===== src/rtl/lcd_read_ctrl.sv =====
// 8080-style LCD read-cycle controller: drives cs/rd/rs, samples lcd_db_i, returns data to the bridge.
// Optional dummy-read prefix strobe enabled by defining LCD_RD_DUMMY_EN.
//
// state   | meaning
// IDLE    | bus released, waiting for req_i
// SETUP   | cs low, rs driven, pads turned around, rd still high
// RD_LOW  | rd low for RD_LOW_CYC cycles, data sampled on the last edge
// RD_HIGH | rd high for RD_HIGH_CYC cycles, then commit or repeat for dummy
module lcd_read_ctrl #(
  parameter int DATA_W      = 16,
  parameter int RD_LOW_CYC  = 3,
  parameter int RD_HIGH_CYC = 2
) (
  input  logic              clk,
  input  logic              rstn,
  input  logic              req_i,
  input  logic              rs_i,
  input  logic              dummy_i,
  output logic              busy_o,
  output logic [DATA_W-1:0] rdata_o,
  output logic              rvalid_o,
  input  logic [DATA_W-1:0] lcd_db_i,
  output logic              lcd_db_oe_o,
  output logic              lcd_cs,
  output logic              lcd_rd,
  output logic              lcd_rs
);

`ifdef LCD_RD_DUMMY_EN
  localparam bit DUMMY_EN = 1'b1;
`else
  localparam bit DUMMY_EN = 1'b0;
`endif

  localparam int MAX_CYC = (RD_LOW_CYC > RD_HIGH_CYC) ? RD_LOW_CYC : RD_HIGH_CYC;
  localparam int CNT_W   = $clog2(MAX_CYC + 1);
  localparam logic [CNT_W-1:0] LOW_LOAD  = CNT_W'(RD_LOW_CYC - 1);
  localparam logic [CNT_W-1:0] HIGH_LOAD = CNT_W'(RD_HIGH_CYC - 1);

  typedef enum logic [1:0] {IDLE, SETUP, RD_LOW, RD_HIGH} state_t;

  state_t             state_q, state_d;
  logic [CNT_W-1:0]   cnt_q, cnt_d;
  logic               dummy_q, dummy_d;
  logic [DATA_W-1:0]  cap_q, cap_d;
  logic               cs_d, rd_d, rs_d, oe_d, busy_d, rvalid_d;
  logic [DATA_W-1:0]  rdata_d;

  always_ff @(posedge clk or negedge rstn) begin
    if (!rstn) begin
      state_q     <= IDLE;
      cnt_q       <= '0;
      dummy_q     <= 1'b0;
      cap_q       <= '0;
      lcd_cs      <= 1'b1;
      lcd_rd      <= 1'b1;
      lcd_rs      <= 1'b1;
      lcd_db_oe_o <= 1'b1;
      busy_o      <= 1'b0;
      rvalid_o    <= 1'b0;
      rdata_o     <= '0;
    end else begin
      state_q     <= state_d;
      cnt_q       <= cnt_d;
      dummy_q     <= dummy_d;
      cap_q       <= cap_d;
      lcd_cs      <= cs_d;
      lcd_rd      <= rd_d;
      lcd_rs      <= rs_d;
      lcd_db_oe_o <= oe_d;
      busy_o      <= busy_d;
      rvalid_o    <= rvalid_d;
      rdata_o     <= rdata_d;
    end
  end

  // Next-state and next-output logic; outputs are registered one edge later.
  always_comb begin
    state_d  = state_q;
    cnt_d    = cnt_q;
    dummy_d  = dummy_q;
    cap_d    = cap_q;
    cs_d     = lcd_cs;
    rd_d     = lcd_rd;
    rs_d     = lcd_rs;
    oe_d     = lcd_db_oe_o;
    busy_d   = busy_o;
    rvalid_d = 1'b0;
    rdata_d  = rdata_o;
    case (state_q)
      IDLE: begin
        if (req_i) begin
          state_d = SETUP;
          dummy_d = dummy_i & DUMMY_EN;
          rs_d    = rs_i;
          cs_d    = 1'b0;
          oe_d    = 1'b0;
          rd_d    = 1'b1;
          busy_d  = 1'b1;
        end
      end
      SETUP: begin
        state_d = RD_LOW;
        cnt_d   = LOW_LOAD;
        rd_d    = 1'b0;
      end
      RD_LOW: begin
        if (cnt_q == '0) begin
          state_d = RD_HIGH;
          cnt_d   = HIGH_LOAD;
          cap_d   = lcd_db_i;
          rd_d    = 1'b1;
        end else begin
          cnt_d = cnt_q - CNT_W'(1);
        end
      end
      RD_HIGH: begin
        if (cnt_q != '0) begin
          cnt_d = cnt_q - CNT_W'(1);
        end else if (dummy_q) begin
          // Dummy strobe done: its capture is simply overwritten by the real one.
          state_d = RD_LOW;
          dummy_d = 1'b0;
          cnt_d   = LOW_LOAD;
          rd_d    = 1'b0;
        end else begin
          state_d  = IDLE;
          cs_d     = 1'b1;
          oe_d     = 1'b1;
          busy_d   = 1'b0;
          rvalid_d = 1'b1;
          rdata_d  = cap_q;
        end
      end
      default: state_d = IDLE;
    endcase
  end

endmodule


===== config.mk =====
export PLATFORM = sky130hd
export DESIGN_NAME = lcd_read_ctrl
export DESIGN_NICKNAME = d
export VERILOG_FILES = /design/src/rtl/lcd_read_ctrl.sv
export SDC_FILE = /design/constraint.sdc
export NUM_CORES = 1
export LEC_CHECK = 0
export ABC_AREA = 1
export BUFFER_PORTS_ARGS = -buffer_cell sky130_fd_sc_hd__buf_2
export CORE_ASPECT_RATIO = 1.25
export CORE_MARGIN = 3
export CORE_UTILIZATION = 30
export CTS_CLUSTER_DIAMETER = 30
export CTS_CLUSTER_SIZE = 16
export DETAILED_ROUTE_END_ITERATION = 8
export PLACE_DENSITY = 0.51
export SYNTH_ARGS = -nofsm -noshare
export SYNTH_HDL_FRONTEND = slang
export SYNTH_SLANG_ARGS = --single-unit

===== constraint.sdc =====
create_clock -name clk -period 1.5 [get_ports clk]
set_input_delay 0.225 -clock clk [delete_from_list [all_inputs] [get_ports clk]]
set_output_delay 0.225 -clock clk [all_outputs]
set_load 0.01 [all_outputs]

==> summary.txt, run 1 <==
Clock insertion delay at the later pin of the skew report: 0.29 ns
Slew HR: 0.842
Total Nets Final: 288
Worst hold slack: 0.158 ns
Routed Antenna Nets: 0
Fin. max-slew vios: 0
Clk root buf: clkbuf_8
Most common cell after layout, fill and taps aside: nand2_1
Max Cap Viol: 0
Io pins: 43
CORE AREA: 0.00586 mm²
Clock transition at path regs: 0.07 ns
RD Place Congestion: 0.753
Buffers added on ports: 41
Cell area after synthesis: 0.00184 mm²
Starting Density: 0.314
Max Buffers Root-to-Sink: 2
Core Rows: 31
First-pass GRT wire length: 6.62 mm
1st-iter DRT viols: 101
Setup violators final: 0
CP Cell Sequence: inv_1 -> ha_1 -> or2_2 -> nand3_1 -> nand2_1
Synth-to-layout area growth: 24.0%
Worst Tran Pin Value: 0.237 ns
Final Cycle Share: 0.917
DIE AREA: 0.00712 mm²
Data arrival time of the critical path: 1.56 ns
FILL cells: 621
Crit Path Category: reg -> reg
Power density over cell area: 2130 mW/mm²
Synth warn: 0
Register Area: 0.00103 mm²
CP max FO: 7
Worst Setup End Kind: flip-flop
Seq cells post-synth: 41
Die extent in x: 76.1 µm
Pre-CTS WS: 0.0132 ns
Syn Inst Count: 209
Syn nets: 239
Drt drc: 0
Vias in the first global route: 1478
Run status: completed
Share of cells above drive strength 1: 0.260
Final hold vios: 0
Wire per inst: 10.7 µm
Depth of the CTS H-tree: 2
Type of origin of the critical path: flip-flop
CTS Sinks: 41
CP Data Required Time: 1.68 ns
Sequential share of the synthesized area: 0.559
DR vias/cell: 4.19
Unique cell type count in the Yosys netlist: 17
Initial antenna violation count: 0
Worst VDD drop: 0.000803 V
Total routed wirelength: 3.64 mm
Ant. Diodes: 0
Area occupied by multi-input gates: 691 µm²
Vias: 1425
DP HPWL: 2.60 mm
Setup ws final: 0.125 ns
Total gr overflow: 0
Clock period minus final worst setup slack: 1.38 ns
Top achievable clock speed: 727 MHz
CTS tree: done
Total Neg Setup Slack: 0 ns
Commonest cells after routing, fill and taps aside: nand2_1, buf_2, dfrtp_1
Leakage: 1.30 nW
Mapped Avg Cell Area: 8.81 µm²
RSZ-0062 raised after global routing: false
Vert. Die Dim: 93.6 µm
Slowest-stage cell, CP: dfrtp_1
Min-delay worst type: in -> reg
Clk_skew: 0.00546 ns
Max stage delay on crit path: 0.42 ns
Largest net degree at the start of global routing: 42
GRT Total Usage: 0.115
Clock buffer count from CTS: 5
DR pass1 iterations: 3
## metrics by stage
step                std cells  instance area [µm²]  total power, W   util
floorplan                 209                 1840         0.00339      -
global placement          332                 2150         0.00400  0.368
detailed placement        332                 2150         0.00404  0.368
CTS                       340                 2270         0.00493  0.388
global route              340                 2280         0.00538  0.390
finish                    340                 2280         0.00485  0.390
## final timing paths
path	cells past startpoint	slack, ns	from	to
hold / removal	3	0.16	rs_i	lcd_rs$_DFFE_PN1P_
min in group asynchronous	3	0.43	rstn	rdata_o[1]$_DFFE_PN0P_
max in group asynchronous	3	0.79	rstn	lcd_cs$_DFFE_PN1P_
setup reg to reg	5	0.12	state_q[0]$_DFFE_PN0P_	state_q[0]$_DFFE_PN0P_
hold reg to reg	2	0.46	lcd_rd$_DFFE_PN1P_	lcd_rd$_DFFE_PN1P_
setup / recovery	5	0.12	state_q[0]$_DFFE_PN0P_	state_q[0]$_DFFE_PN0P_
## sequential cells by signal (all words and copies together), names as in the netlist
register	cells
lcd_cs	1
lcd_rd	1
lcd_rs	1
state_q	2
rvalid_o	1
cap_q	16
cnt_q	2
busy_o	1
rdata_o	16
## report_power, final
part	internal [W]	total, W	leakage [nW]	switching (W)
logic	0.000859	0.00207	0.745	0.00121
clock network	0.000483	0.000841	0.0540	0.000358
registers	0.00167	0.00194	0.500	0.000274
## cell type report
| cell class | instances | share of cell area |
|---|---|---|
| Timing Repair Buffer | 51 | 0.129 |
| Clock inverter | 2 | 0.0154 |
| Clock buffer | 5 | 0.0302 |
| Inverter | 16 | 0.0263 |
| Tap cell | 82 | 0.0450 |
| Sequential cell | 41 | 0.451 |
| Multi-Input combinational cell | 143 | 0.303 |
## cells in the mapped netlist
cell type / n / share of area
a21oi_1: 5 / 0.014
buf_2: 3 / 0.0082
buf_4: 2 / 0.0082
buf_6: 4 / 0.024
dfrtp_1: 38 / 0.52
dfstp_2: 3 / 0.043
ha_1: 9 / 0.061
inv_1: 15 / 0.031
inv_2: 1 / 0.0020
nand2_1: 94 / 0.19
nand2_4: 2 / 0.012
nand3_1: 18 / 0.049
nand4_1: 1 / 0.0034
nor2_1: 7 / 0.014
o21ai_0: 5 / 0.014
o21ai_2: 1 / 0.0048
or2_2: 1 / 0.0034
## worst max-delay path: cells and delay by family (launching register included)
kind,cells,cell delay (ns)
fa+ha+maj,1,0.29
buf+inv,1,0.10
flops,1,0.42
simple gates,3,0.45
## cell families after synthesis
kind of cell	Yosys count	synth area share
and+or+nand+nor	123	0.274
AOI/OAI and AO/OA	11	0.0319
buffers and inverters	25	0.0734
DFF	41	0.559
adders and majority gates	9	0.0612
## per-layer routing
| layer | global-route usage | share of wire |
|---|---|---|
| met1 | 0.134 | 0.44 |
| met3 | 0.0270 | 0.040 |
| met5 | 0 | 0 |
| met2 | 0.206 | 0.50 |
| met4 | 0.0453 | 0.016 |
## what timing repair did
action | 4_1_cts | 5_1_grt
setup endpoints to repair | 3 | 6
buffers inserted | 0 | 0
hold endpoints to repair | 38 | 0
hold buffers | 1 | 0
resized for setup | 1 | 2
Note: power is estimated with default switching activity, not from simulation.
==> run 2, diff against run 1 <==
--- a/config.mk
+++ b/config.mk
@@ -9,11 +9,11 @@
 export BUFFER_PORTS_ARGS = -buffer_cell sky130_fd_sc_hd__buf_2
 export CORE_ASPECT_RATIO = 1.25
 export CORE_MARGIN = 3
-export CORE_UTILIZATION = 30
+export CORE_UTILIZATION = 39
 export CTS_CLUSTER_DIAMETER = 30
 export CTS_CLUSTER_SIZE = 16
 export DETAILED_ROUTE_END_ITERATION = 8
-export PLACE_DENSITY = 0.51
+export PLACE_DENSITY = 0.62
 export SYNTH_ARGS = -nofsm -noshare
 export SYNTH_HDL_FRONTEND = slang
 export SYNTH_SLANG_ARGS = --single-unit
==> run 2 against run 1 <==
Routed wire length down 4.5%. Flip-flop and latch count unchanged. Final cell count down 7.1%. Fmax down 1.0%. Via count down 1.1%. Sequential share of layout area up 0.68 points. Critical path type unchanged.
==> summary.txt, run 2 (synthesis results as in run 1) <==
Run status: completed (unchanged)
Worst VDD drop: 0.00111 V (was 0.000803 V)
Min-delay worst type: in -> reg (unchanged)
Clock insertion delay at the later pin of the skew report: 0.29 ns (about the same)
First-pass GRT wire length: 5.75 mm (was 6.62 mm)
Top achievable clock speed: 720 MHz (was 727 MHz)
1st-iter DRT viols: 125 (was 101)
Data arrival time of the critical path: 1.57 ns (was 1.56 ns)
Buffers added on ports: 41 (unchanged)
Synth-to-layout area growth: 22.2% (was 24.0%)
Reg power frac: 0.399 (was 0.400)
Crit Path Category: reg -> reg (unchanged)
Vert. Die Dim: 82.8 µm (was 93.6 µm)
Type of origin of the critical path: flip-flop (unchanged)
Largest net degree at the start of global routing: 27 (was 42)
GRT Total Usage: 0.134 (was 0.115)
Final hold vios: 0 (unchanged)
Initial antenna violation count: 0 (unchanged)
Int Pwr: 0.00302 W (was 0.00301 W)
Setup violators final: 0 (unchanged)
Io pins: 43 (unchanged)
Biggest regs: cap_q x16, rdata_o x16 (unchanged)
Leakage: 1.30 nW (about the same)
FILL cells: 451 (was 621)
Net Sw Frac: 0.379 (was 0.380)
Worst path most repeated cell: nand2_1
Max Buffers Root-to-Sink: 2 (unchanged)
Max Cap Viol: 0 (unchanged)
Setup ws final: 0.110 ns (was 0.125 ns)
Max stage delay on crit path: 0.43 ns (was 0.42 ns)
Wire per inst: 11.0 µm (was 10.7 µm)
RSZ-0062 raised after global routing: false (unchanged)
DIE AREA: 0.00558 mm² (was 0.00712 mm²)
RD Place Congestion: 0.772 (was 0.753)
Commonest cells after routing, fill and taps aside: nand2_1, buf_2, dfrtp_1 (unchanged)
Routed Antenna Nets: 0 (unchanged)
CP Data Required Time: 1.68 ns (about the same)
Slew HR: 0.735 (was 0.842)
DP HPWL: 2.53 mm (was 2.60 mm)
Most common cell after layout, fill and taps aside: nand2_1 (unchanged)
Worst hold slack: 0.150 ns (was 0.158 ns)
Total routed wirelength: 3.48 mm (was 3.64 mm)
Power density over cell area: 2170 mW/mm² (was 2130 mW/mm²)
Combinational power share: 0.413 (was 0.427)
Fin. max-slew vios: 0 (unchanged)
Area occupied by multi-input gates: 678 µm² (was 691 µm²)
Clk root buf: clkbuf_8 (unchanged)
Depth of the CTS H-tree: 2 (unchanged)
Drt drc: 0 (unchanged)
Vias: 1410 (was 1425)
CTS Sinks: 41 (unchanged)
DR pass1 iterations: 4 (was 3)
CP max FO: 5 (was 7)
Share of cells above drive strength 1: 0.256 (was 0.260)
Vias in the first global route: 1298 (was 1478)
Clock Power Share: 0.188 (was 0.173)
CP Cell Sequence: inv_1 -> ha_1 -> o21ai_2 -> nand2_1 -> nand2_1 -> nand2_1 (was inv_1 -> ha_1 -> or2_2 -> nand3_1 -> nand2_1)
Die extent in x: 67.4 µm (was 76.1 µm)
CORE AREA: 0.00449 mm² (was 0.00586 mm²)
Worst Tran Pin Value: 0.398 ns (was 0.237 ns)
Worst Setup End Kind: flip-flop (unchanged)
Total gr overflow: 0 (unchanged)
Clock transition at path regs: 0.08 ns (was 0.07 ns)
CTS tree: done (unchanged)
Pre-CTS WS: 0.0422 ns (was 0.0132 ns)
Ant. Diodes: 0 (unchanged)
Slowest-stage cell, CP: dfrtp_1 (unchanged)
Clk_skew: 0.00619 ns (was 0.00546 ns)
Total Nets Final: 287 (was 288)
DR vias/cell: 4.46 (was 4.19)
Clock buffer count from CTS: 5 (unchanged)
Total Neg Setup Slack: 0 ns (unchanged)
NetSw: 0.00185 W (about the same)
Starting Density: 0.410 (was 0.314)
Final Cycle Share: 0.926 (was 0.917)
Register Area: 0.00103 mm² (unchanged)
Core Rows: 27 (was 31)
Clock period minus final worst setup slack: 1.39 ns (was 1.38 ns)
## run 2: cell types whose count changed in the layout (fill, tap and decap cells not counted), sizes merged
cell | before | now
clkinvlp | 0 | 1
buf | 50 | 49
clkbuf | 5 | 6
clkinv | 1 | 0
## run 2: worst paths after layout
kind / slack (ns) / from / to / depth (start not counted)
min in group asynchronous: 0.39 / rstn / rdata_o[6]$_DFFE_PN0P_ / 2
max reg2reg: 0.11 / state_q[0]$_DFFE_PN0P_ / state_q[1]$_DFFE_PN0P_ / 6
min: 0.15 / rs_i / lcd_rs$_DFFE_PN1P_ / 3
max: 0.11 / state_q[0]$_DFFE_PN0P_ / state_q[1]$_DFFE_PN0P_ / 6
min reg2reg: 0.46 / lcd_rs$_DFFE_PN1P_ / lcd_rs$_DFFE_PN1P_ / 2
max in group asynchronous: 0.64 / rstn / rdata_o[4]$_DFFE_PN0P_ / 3
## run 2: metrics by stage
stage | power, W | area (µm²) | std cells | util
floorplan | 0.00339 | 1840 | 209 | -
global placement | 0.00395 | 2120 | 307 | 0.471
detailed placement | 0.00402 | 2120 | 307 | 0.471
CTS | 0.00494 | 2250 | 316 | 0.500
global route | 0.00532 | 2250 | 316 | 0.500
finish | 0.00487 | 2250 | 316 | 0.500
## run 2: routing by layer
layer,share of wire,up-vias,global-route usage
met4,0.0072,0,0.0498
met5,0,-,0
li1,-,736,-
met3,0.040,2,0.0338
met1,0.45,648,0.161
met2,0.51,24,0.225
## run 2: worst max-delay path, delay by kind of cell, from the launching register on
kind            cells  cell delay (ns)
compound gates      1             0.23
buf+inv             1             0.11
simple gates        3             0.22
fa+ha+maj           1             0.29
flops               1             0.43
## run 2: power groups by stage
stage	clock network [W]	logic (W)	registers [W]
6_report	0.000916	0.00201	0.00194
5_1_grt	0.000981	0.00232	0.00202
4_1_cts	0.000937	0.00206	0.00195
3_5_place_dp	0	0.00205	0.00197
3_3_place_gp	0	0.00200	0.00195
2_1_floorplan	0	0.00133	0.00206
## run 2: layout make-up
class | count | area share
flip-flops and latches | 41 | 0.458
inverters | 16 | 0.0267
clock inverters | 2 | 0.0167
multi-input cells | 143 | 0.302
well taps | 58 | 0.0323
clock buffers | 6 | 0.0367
repair buffers | 50 | 0.128
## run 2: what timing repair did
action,CTS,global route
buffers inserted,0,0
endpoints found under the hold margin,12,0
resized for setup,0,1
hold buffers,1,0
endpoints found under the setup margin,0,32
